==> src/rtl/mem_access_unit_if.sv <==
// rtl/mem_access_unit_if.sv - req/ack word memory bus between mem_access_unit (master) and memory (slave)
interface mem_access_unit_if #(
    parameter int ADDR_W = 32
);
    logic              bus_req;
    logic              bus_we;
    logic [ADDR_W-3:0] bus_addr;
    logic [3:0]        bus_be;
    logic [31:0]       bus_wdata;
    logic              bus_ack;
    logic [31:0]       bus_rdata;

    modport master (
        output bus_req, bus_we, bus_addr, bus_be, bus_wdata,
        input  bus_ack, bus_rdata
    );

    modport slave (
        input  bus_req, bus_we, bus_addr, bus_be, bus_wdata,
        output bus_ack, bus_rdata
    );
endinterface

==> src/rtl/mem_access_unit.sv <==
// rtl/mem_access_unit.sv - RV32I fetch/load/store access unit with timeout; MEM_MISALIGN_TRAP_EN traps misaligned accesses
module mem_access_unit #(
    parameter int ADDR_W  = 32,
    parameter int TIMEOUT = 255
) (
    input  logic              i_clk,
    input  logic              i_rst,
    input  logic              i_req,
    input  logic              i_we,
    input  logic              i_is_fetch,
    input  logic [2:0]        i_funct3,
    input  logic [ADDR_W-1:0] i_addr,
    input  logic [31:0]       i_wdata,
    output logic              o_ready,
    output logic              o_done,
    output logic              o_fault,
    output logic [31:0]       o_rdata,
    mem_access_unit_if.master bus_if
);
    localparam int CNT_W = $clog2(TIMEOUT + 1);

    typedef enum logic [1:0] {S_IDLE, S_REQ, S_RESP} state_t;

    state_t            r_state;
    logic [CNT_W-1:0]  r_cnt;
    logic              r_we;
    logic [1:0]        r_size;
    logic              r_sign;
    logic [1:0]        r_off;
    logic              r_ready;
    logic              r_done;
    logic              r_fault;
    logic [31:0]       r_rdata;
    logic              r_bus_req;
    logic              r_bus_we;
    logic [ADDR_W-3:0] r_bus_addr;
    logic [3:0]        r_bus_be;
    logic [31:0]       r_bus_wdata;

    logic              w_word;
    logic              w_half;
    logic              w_byte;
    logic              w_illegal;
    logic              w_trap;
    logic [1:0]        w_off;
    logic [3:0]        w_be;
    logic [31:0]       w_wdata;
    logic [31:0]       w_shifted;
    logic [31:0]       w_load;
    logic [CNT_W-1:0]  w_cnt_next;

    // Fetches ignore funct3 and always move a full word.
    assign w_word    = i_is_fetch || (i_funct3[1:0] == 2'b10);
    assign w_half    = !i_is_fetch && (i_funct3[1:0] == 2'b01);
    assign w_byte    = !i_is_fetch && (i_funct3[1:0] == 2'b00);
    assign w_illegal = !i_is_fetch && ((i_funct3 == 3'b011) || (i_funct3[2:1] == 2'b11));

`ifdef MEM_MISALIGN_TRAP_EN
    logic w_misalign;
    assign w_misalign = (w_half && i_addr[0]) || (w_word && (i_addr[1:0] != 2'b00));
    assign w_trap     = w_illegal || w_misalign;
`else
    assign w_trap     = w_illegal;
`endif

    always_comb begin
        w_off   = 2'b00;
        w_be    = 4'b1111;
        w_wdata = i_wdata;
        if (w_byte) begin
            w_off   = i_addr[1:0];
            w_be    = 4'b0001 << i_addr[1:0];
            w_wdata = {4{i_wdata[7:0]}};
        end else if (w_half) begin
            w_off   = {i_addr[1], 1'b0};
            w_be    = i_addr[1] ? 4'b1100 : 4'b0011;
            w_wdata = {2{i_wdata[15:0]}};
        end
    end

    assign w_shifted = bus_if.bus_rdata >> {r_off, 3'b000};

    always_comb begin
        w_load = w_shifted;
        case (r_size)
            2'b00:   w_load = {{24{r_sign & w_shifted[7]}},  w_shifted[7:0]};
            2'b01:   w_load = {{16{r_sign & w_shifted[15]}}, w_shifted[15:0]};
            default: w_load = w_shifted;
        endcase
    end

    assign w_cnt_next = r_cnt + 1'b1;

    always_ff @(posedge i_clk or posedge i_rst) begin
        if (i_rst) begin
            r_state     <= S_IDLE;
            r_cnt       <= '0;
            r_we        <= 1'b0;
            r_size      <= 2'b00;
            r_sign      <= 1'b0;
            r_off       <= 2'b00;
            r_ready     <= 1'b1;
            r_done      <= 1'b0;
            r_fault     <= 1'b0;
            r_rdata     <= '0;
            r_bus_req   <= 1'b0;
            r_bus_we    <= 1'b0;
            r_bus_addr  <= '0;
            r_bus_be    <= '0;
            r_bus_wdata <= '0;
        end else begin
            case (r_state)
                S_IDLE: begin
                    if (i_req) begin
                        r_we        <= i_we;
                        r_size      <= i_is_fetch ? 2'b10 : i_funct3[1:0];
                        r_sign      <= !i_is_fetch && !i_funct3[2];
                        r_off       <= w_off;
                        r_bus_addr  <= i_addr[ADDR_W-1:2];
                        r_bus_be    <= w_be;
                        r_bus_wdata <= w_wdata;
                        r_ready     <= 1'b0;
                        // Rejected requests skip the bus and report straight away.
                        if (w_trap) begin
                            r_fault <= 1'b1;
                            r_done  <= 1'b1;
                            r_state <= S_RESP;
                        end else begin
                            r_bus_req <= 1'b1;
                            r_bus_we  <= i_we;
                            r_state   <= S_REQ;
                        end
                    end
                end
                S_REQ: begin
                    r_cnt <= w_cnt_next;
                    if (bus_if.bus_ack) begin
                        r_bus_req <= 1'b0;
                        r_bus_we  <= 1'b0;
                        if (!r_we) begin
                            r_rdata <= w_load;
                        end
                        r_done  <= 1'b1;
                        r_state <= S_RESP;
                    end else if (w_cnt_next == CNT_W'(TIMEOUT)) begin
                        r_bus_req <= 1'b0;
                        r_bus_we  <= 1'b0;
                        r_fault   <= 1'b1;
                        r_done    <= 1'b1;
                        r_state   <= S_RESP;
                    end
                end
                S_RESP: begin
                    r_done  <= 1'b0;
                    r_fault <= 1'b0;
                    r_cnt   <= '0;
                    r_ready <= 1'b1;
                    r_state <= S_IDLE;
                end
                default: r_state <= S_IDLE;
            endcase
        end
    end

    assign o_ready          = r_ready;
    assign o_done           = r_done;
    assign o_fault          = r_fault;
    assign o_rdata          = r_rdata;
    assign bus_if.bus_req   = r_bus_req;
    assign bus_if.bus_we    = r_bus_we;
    assign bus_if.bus_addr  = r_bus_addr;
    assign bus_if.bus_be    = r_bus_be;
    assign bus_if.bus_wdata = r_bus_wdata;
endmodule
==> src/flat_wrapper.sv <==
// flat-port wrapper written by rule: the top's interface ports become plain ports
module mem_access_unit_flat 
#(
    parameter int ADDR_W  = 32,
    parameter int TIMEOUT = 255
)
  (i_clk, i_rst, i_req, i_we, i_is_fetch, i_funct3, i_addr, i_wdata, o_ready, o_done, o_fault, o_rdata, bus_if_bus_req, bus_if_bus_we, bus_if_bus_addr, bus_if_bus_be, bus_if_bus_wdata, bus_if_bus_ack, bus_if_bus_rdata);
  mem_access_unit_if #(.ADDR_W(ADDR_W)) bus_if_i ();
  input  logic i_clk;
  input  logic i_rst;
  input  logic i_req;
  input  logic i_we;
  input  logic i_is_fetch;
  input  logic [2:0] i_funct3;
  input  logic [ADDR_W-1:0] i_addr;
  input  logic [31:0] i_wdata;
  output logic o_ready;
  output logic o_done;
  output logic o_fault;
  output logic [31:0] o_rdata;
  output wire logic [$bits(bus_if_i.bus_req)-1:0] bus_if_bus_req;
  output wire logic [$bits(bus_if_i.bus_we)-1:0] bus_if_bus_we;
  output wire logic [$bits(bus_if_i.bus_addr)-1:0] bus_if_bus_addr;
  output wire logic [$bits(bus_if_i.bus_be)-1:0] bus_if_bus_be;
  output wire logic [$bits(bus_if_i.bus_wdata)-1:0] bus_if_bus_wdata;
  input wire logic [$bits(bus_if_i.bus_ack)-1:0] bus_if_bus_ack;
  input wire logic [$bits(bus_if_i.bus_rdata)-1:0] bus_if_bus_rdata;
  assign bus_if_bus_req = bus_if_i.bus_req;
  assign bus_if_bus_we = bus_if_i.bus_we;
  assign bus_if_bus_addr = bus_if_i.bus_addr;
  assign bus_if_bus_be = bus_if_i.bus_be;
  assign bus_if_bus_wdata = bus_if_i.bus_wdata;
  assign bus_if_i.bus_ack = bus_if_bus_ack;
  assign bus_if_i.bus_rdata = bus_if_bus_rdata;
  mem_access_unit #(.ADDR_W(ADDR_W), .TIMEOUT(TIMEOUT)) u_core (.i_clk(i_clk), .i_rst(i_rst), .i_req(i_req), .i_we(i_we), .i_is_fetch(i_is_fetch), .i_funct3(i_funct3), .i_addr(i_addr), .i_wdata(i_wdata), .o_ready(o_ready), .o_done(o_done), .o_fault(o_fault), .o_rdata(o_rdata), .bus_if(bus_if_i));
endmodule
==> config.mk <==
export PLATFORM = sky130hd
export DESIGN_NAME = mem_access_unit_flat
export DESIGN_NICKNAME = d
export VERILOG_FILES = /design/src/rtl/mem_access_unit_if.sv /design/src/rtl/mem_access_unit.sv /design/src/flat_wrapper.sv
export SDC_FILE = /design/constraint.sdc
export NUM_CORES = 1
export LEC_CHECK = 0
export CORE_ASPECT_RATIO = 1.4
export CORE_MARGIN = 2
export CORE_UTILIZATION = 45
export DETAILED_ROUTE_END_ITERATION = 16
export PLACE_DENSITY = 0.91
export SLEW_MARGIN = 20
export SYNTH_ARGS = -nofsm -noshare
export SYNTH_HDL_FRONTEND = slang
export SYNTH_SLANG_ARGS = --single-unit
==> constraint.sdc <==
create_clock -name i_clk -period 10 [get_ports i_clk]
set_input_delay 2 -clock i_clk [delete_from_list [all_inputs] [get_ports i_clk]]
set_output_delay 2 -clock i_clk [all_outputs]
set_load 0.05 [all_outputs]
==> results.py <==
metrics = {
    "status": {
        "result_of_the_run": "complete, no violations",
    },
    "pwr": {
        "cellPowerDensity_nw_per_um2": 377,
        "net_switching_share_of_the_total_power_pct": 48.7,
        "p_int_w": 0.00162,
        "power.combinational.fraction_pct": 55.5,
        "power.clock.fraction_pct": 17.4,
        "total_switching_power_w": 0.00154,
        "max-vdd-ir-drop_mv": 0.240,
        "power.leakage_nw": 3.68,
        "seqPwrFrac_pct": 27.1,
    },
    "logic_synthesis": {
        "syn_area_per_cell_um2": 9.01,
        "syn_area_um2": 5680,
        "syn_inst": 631,
        "synth_edf_count": 0,
        "synthTopCellsByArea": "sky130_fd_sc_hd__dfrtp_1 (52%), sky130_fd_sc_hd__nand2_1 (12%), sky130_fd_sc_hd__mux2i_1 (7.4%)",
        "synth.lib_cells_used.distinct": 54,
        "post-synth-top-area-fraction_pct": 52.0,
        "ys_dominant_reg_cell": "sky130_fd_sc_hd__dfrtp_1",
        "synth_sequential_area_ratio_pct": 52.4,
        "synthMostInstantiatedCell": "sky130_fd_sc_hd__nand2_1",
        "synth_seq_cells": 119,
        "yosys.area.top_type": "sky130_fd_sc_hd__dfrtp_1",
        "synth_nets": 742,
        "yosysWarningCount": 0,
        "synth_common_cells": "sky130_fd_sc_hd__nand2_1 (187), sky130_fd_sc_hd__dfrtp_1 (118), sky130_fd_sc_hd__o21ai_0 (57), sky130_fd_sc_hd__nor2_1 (47), sky130_fd_sc_hd__mux2i_1 (42)",
        "synth_async_sr_flop_share_pct": 100,
    },
    "sta": {
        "worst_slew_pin_slew_ps": 1030,
        "slew_headroom_pct": 31.2,
        "total_count_of_max_transition_violations_in_the_final_report": 0,
        "rsz0062_at_grt": "false",
        "timing.clock.skew_ps": 9.48,
        "fin_setup_tns_ps": 0,
        "share_of_the_clock_period_used_by_the_worst_path_pct": 40.1,
        "fin_crit_period_ps": 4010,
        "finalSetupViolations": 0,
        "timing.final.hold_violations": 0,
        "max_clock_freq_ghz": 0.249,
    },
    "critical_path": {
        "worstSetupEndpoint": "u_core.o_done$_DFFE_PP0P_",
        "worst_path_max_delay_cell": "sky130_fd_sc_hd__clkdlybuf4s50_1",
        "timing.reg2reg.setup_slack_ps": 7400,
        "regToRegStartpoint": "u_core.r_state[1]$_DFFE_PP0P_",
        "worstSetupStartpoint": "i_funct3[0]",
        "crit_path_arrival_time_ps": 4330,
        "path_delay_family": "buffers and inverters",
        "total_stage_count_of_the_critical_path": 6,
        "worst_path_largest_cell_delay_ps": 970,
        "cp_cell_sequence": "clkdlybuf4s50_1, nor2_1, o41a_1, or2_2, a211oi_1, mux2i_1",
        "worst_r2r_path_depth": 6,
        "timing.critical_path.buf_inv": 1,
        "cp_max_fo": 14,
        "cp.required_ps": 10320,
        "worst_setup_path_end_kind": "flop",
        "worstSetupPathType": "in2reg",
        "startpoint_type": "input pin",
        "worst_reg2reg_endpoint": "u_core.o_rdata[18]$_DFFE_PP0P_",
    },
    "clocking": {
        "cts.path.max_buffers": 2,
        "worst_skew_pair.late_latency_ps": 410,
        "ctsRootBufferMaster": "sky130_fd_sc_hd__clkbuf_16",
        "post-cts-setup-buffers": 0,
        "ctsResizeCount": 0,
        "cts.htree.levels": 4,
        "cts_buffers": 17,
        "worst_setup_hold_path_clk_slew_ps": 50,
        "post_cts_hold_buffer_count": 0,
        "cts_tree": "yes",
        "cts_num_sinks": 119,
    },
    "finish": {
        "nets": 935,
        "flow.area_growth_from_synthesis_pct": 47.5,
        "drive_gt1_share_pct": 7.07,
        "fin_cells": 984,
        "num-fill-cells": 946,
        "antenna-diode-count": 0,
    },
    "global_routing": {
        "antenna_found_initial": 0,
        "grt_use_met1_pct": 29.2,
        "pin_count_of_the_biggest_net_entering_global_routing": 81,
        "grt_pass1_wl_um": 27000,
        "globalRouteTotalUtil_pct": 25.1,
        "grt_overflow_total": 0,
        "via_count_of_the_first_global_routing_pass": 5410,
        "met2_global_route_usage_pct": 43.1,
        "top_usage_layer": "met2",
        "met3_usage_in_global_routing_pct": 6.28,
    },
    "die": {
        "floorplan.core_area_um2": 12300,
        "dieArea_um2": 13600,
        "chipWidth_um": 99.0,
        "start_util_pct": 46.2,
        "placement_rows": 48,
        "chipHeight_um": 137,
        "num_io_pins": 208,
    },
    "drt": {
        "drtIter0Drc": 272,
        "remaining_drcs": 0,
        "number_of_nets_with_antenna_violations_after_routing": 0,
        "via_per_inst": 5.35,
        "wire_per_inst_um": 17.3,
        "via_count": 5269,
        "dr.pass1.iters": 5,
        "wl_um": 17000,
    },
    "worst_hold_path": {
        "min-delay-path-class": "reg2reg",
        "hp-start": "u_core.bus_if.bus_addr[18]$_DFFE_PP0P_",
    },
    "run": {
        "max_cap_viol_count": 0,
    },
    "place": {
        "portBuffers": 207,
        "post-dp-hpwl_um": 11900,
        "place.gp.congestion": 0.853,
        "dpl.cell_count": 955,
    },
}
worst reg2reg max path: stages, from the launching register on:
cell	delay, ps
sky130_fd_sc_hd__dfrtp_1	400
sky130_fd_sc_hd__inv_1	110
sky130_fd_sc_hd__ha_1	290
sky130_fd_sc_hd__and2_1	210
sky130_fd_sc_hd__nand2b_1	330
sky130_fd_sc_hd__nor2_1	910
sky130_fd_sc_hd__a21oi_1	180
through the flow:
step | area (µm²) | hold slack (ps) | total power [W] | utilization (%) | setup slack, ps
after floorplan | 5680 | 460 | 0.00201 | - | 4840
after global placement | 7850 | 457 | 0.00257 | 63.7 | 5710
after detailed placement | 7850 | 461 | 0.00261 | 63.7 | 5630
after CTS | 8380 | 476 | 0.00317 | 68.1 | 6040
after global routing | 8380 | 493 | 0.00332 | 68.1 | 5860
final | 8380 | 477 | 0.00316 | 68.1 | 5990
placed cells by master (no fill, tap or decap), drive strengths merged, types with 2 or more instances in the layout:
cell type,Yosys,routed
or2,2,2
a221o,2,2
a21oi,33,33
o211ai,2,2
inv,16,16
clkdlybuf4s50,0,207
nand3b,2,2
clkinv,0,5
o21ai,58,58
o22ai,3,3
a21o,2,2
nand2,187,187
nand4,2,2
nor2b,4,4
nor3,3,3
or3,2,2
or2b,2,2
o31ai,4,4
clkbuf,30,21
ha,6,6
o21a,8,8
clkinvlp,0,3
and2,2,2
nor2,47,47
buf,9,6
dfrtp,118,118
a31oi,6,6
a22o,3,3
mux2i,42,42
mux2,9,9
nand2b,2,2
o31a,2,2
nand3,6,6
worst min path at each step:
stage,end,slack [ps],cells past startpoint
3_5_place_dp,u_core.bus_if.bus_addr[19]$_DFFE_PP0P_,460,2
2_1_floorplan,u_core.r_we$_DFFE_PP0P_,460,2
4_1_cts,u_core.bus_if.bus_addr[19]$_DFFE_PP0P_,480,2
5_1_grt,u_core.bus_if.bus_addr[19]$_DFFE_PP0P_,490,2
3_3_place_gp,u_core.bus_if.bus_wdata[0]$_DFFE_PP0P_,460,2
6_report,u_core.bus_if.bus_addr[18]$_DFFE_PP0P_,480,2
cell families (layout without fill, tap and decap cells):
logic type                 Yosys count  after routing  share of synthesized area [%]
AOI/OAI and AO/OA                  132            132                           13.7
xor gates and xnor gates             1              1                          0.154
adders and majority gates            6              6                           1.32
buffers and inverters               55            258                           3.74
DFF                                119            119                           52.4
muxes                               52             52                           9.58
and+or+nand+nor                    266            266                           19.1
power by group through the flow:
stage          Clock (W)  Sequential (W)  Combinational [W]
2_1_floorplan          0         0.00154           0.000471
3_3_place_gp           0        0.000846            0.00172
3_5_place_dp           0        0.000855            0.00175
4_1_cts         0.000557        0.000854            0.00176
5_1_grt         0.000576        0.000882            0.00186
6_report        0.000550        0.000856            0.00175
layer usage:
metal	share of wire, %	wire length, µm
met1	38	6520
met2	52	8790
met3	6.5	1100
met4	3.6	619
met5	0	0
registers in the layout, indices dropped and copies added, names as in the netlist, 2 cells and up:
signal                   flops
u_core.bus_if.bus_addr      30
u_core.bus_if.bus_wdata     32
u_core.r_size                2
u_core.r_cnt                 8
u_core.r_off                 2
u_core.o_rdata              32
u_core.bus_if.bus_be         4
u_core.r_state               2
area by class of cell:
type | count | area (µm²) | share of cell area, %
inverter | 16 | 62.6 | 0.746
clock buffer | 21 | 480 | 5.73
multi-input combinational | 457 | 2500 | 29.9
tap | 150 | 188 | 2.24
clock inverter | 8 | 51.3 | 0.612
sequential | 119 | 2980 | 35.5
timing repair buffer | 213 | 2120 | 25.3
No activity file was read; power rests on OpenSTA's default activity.
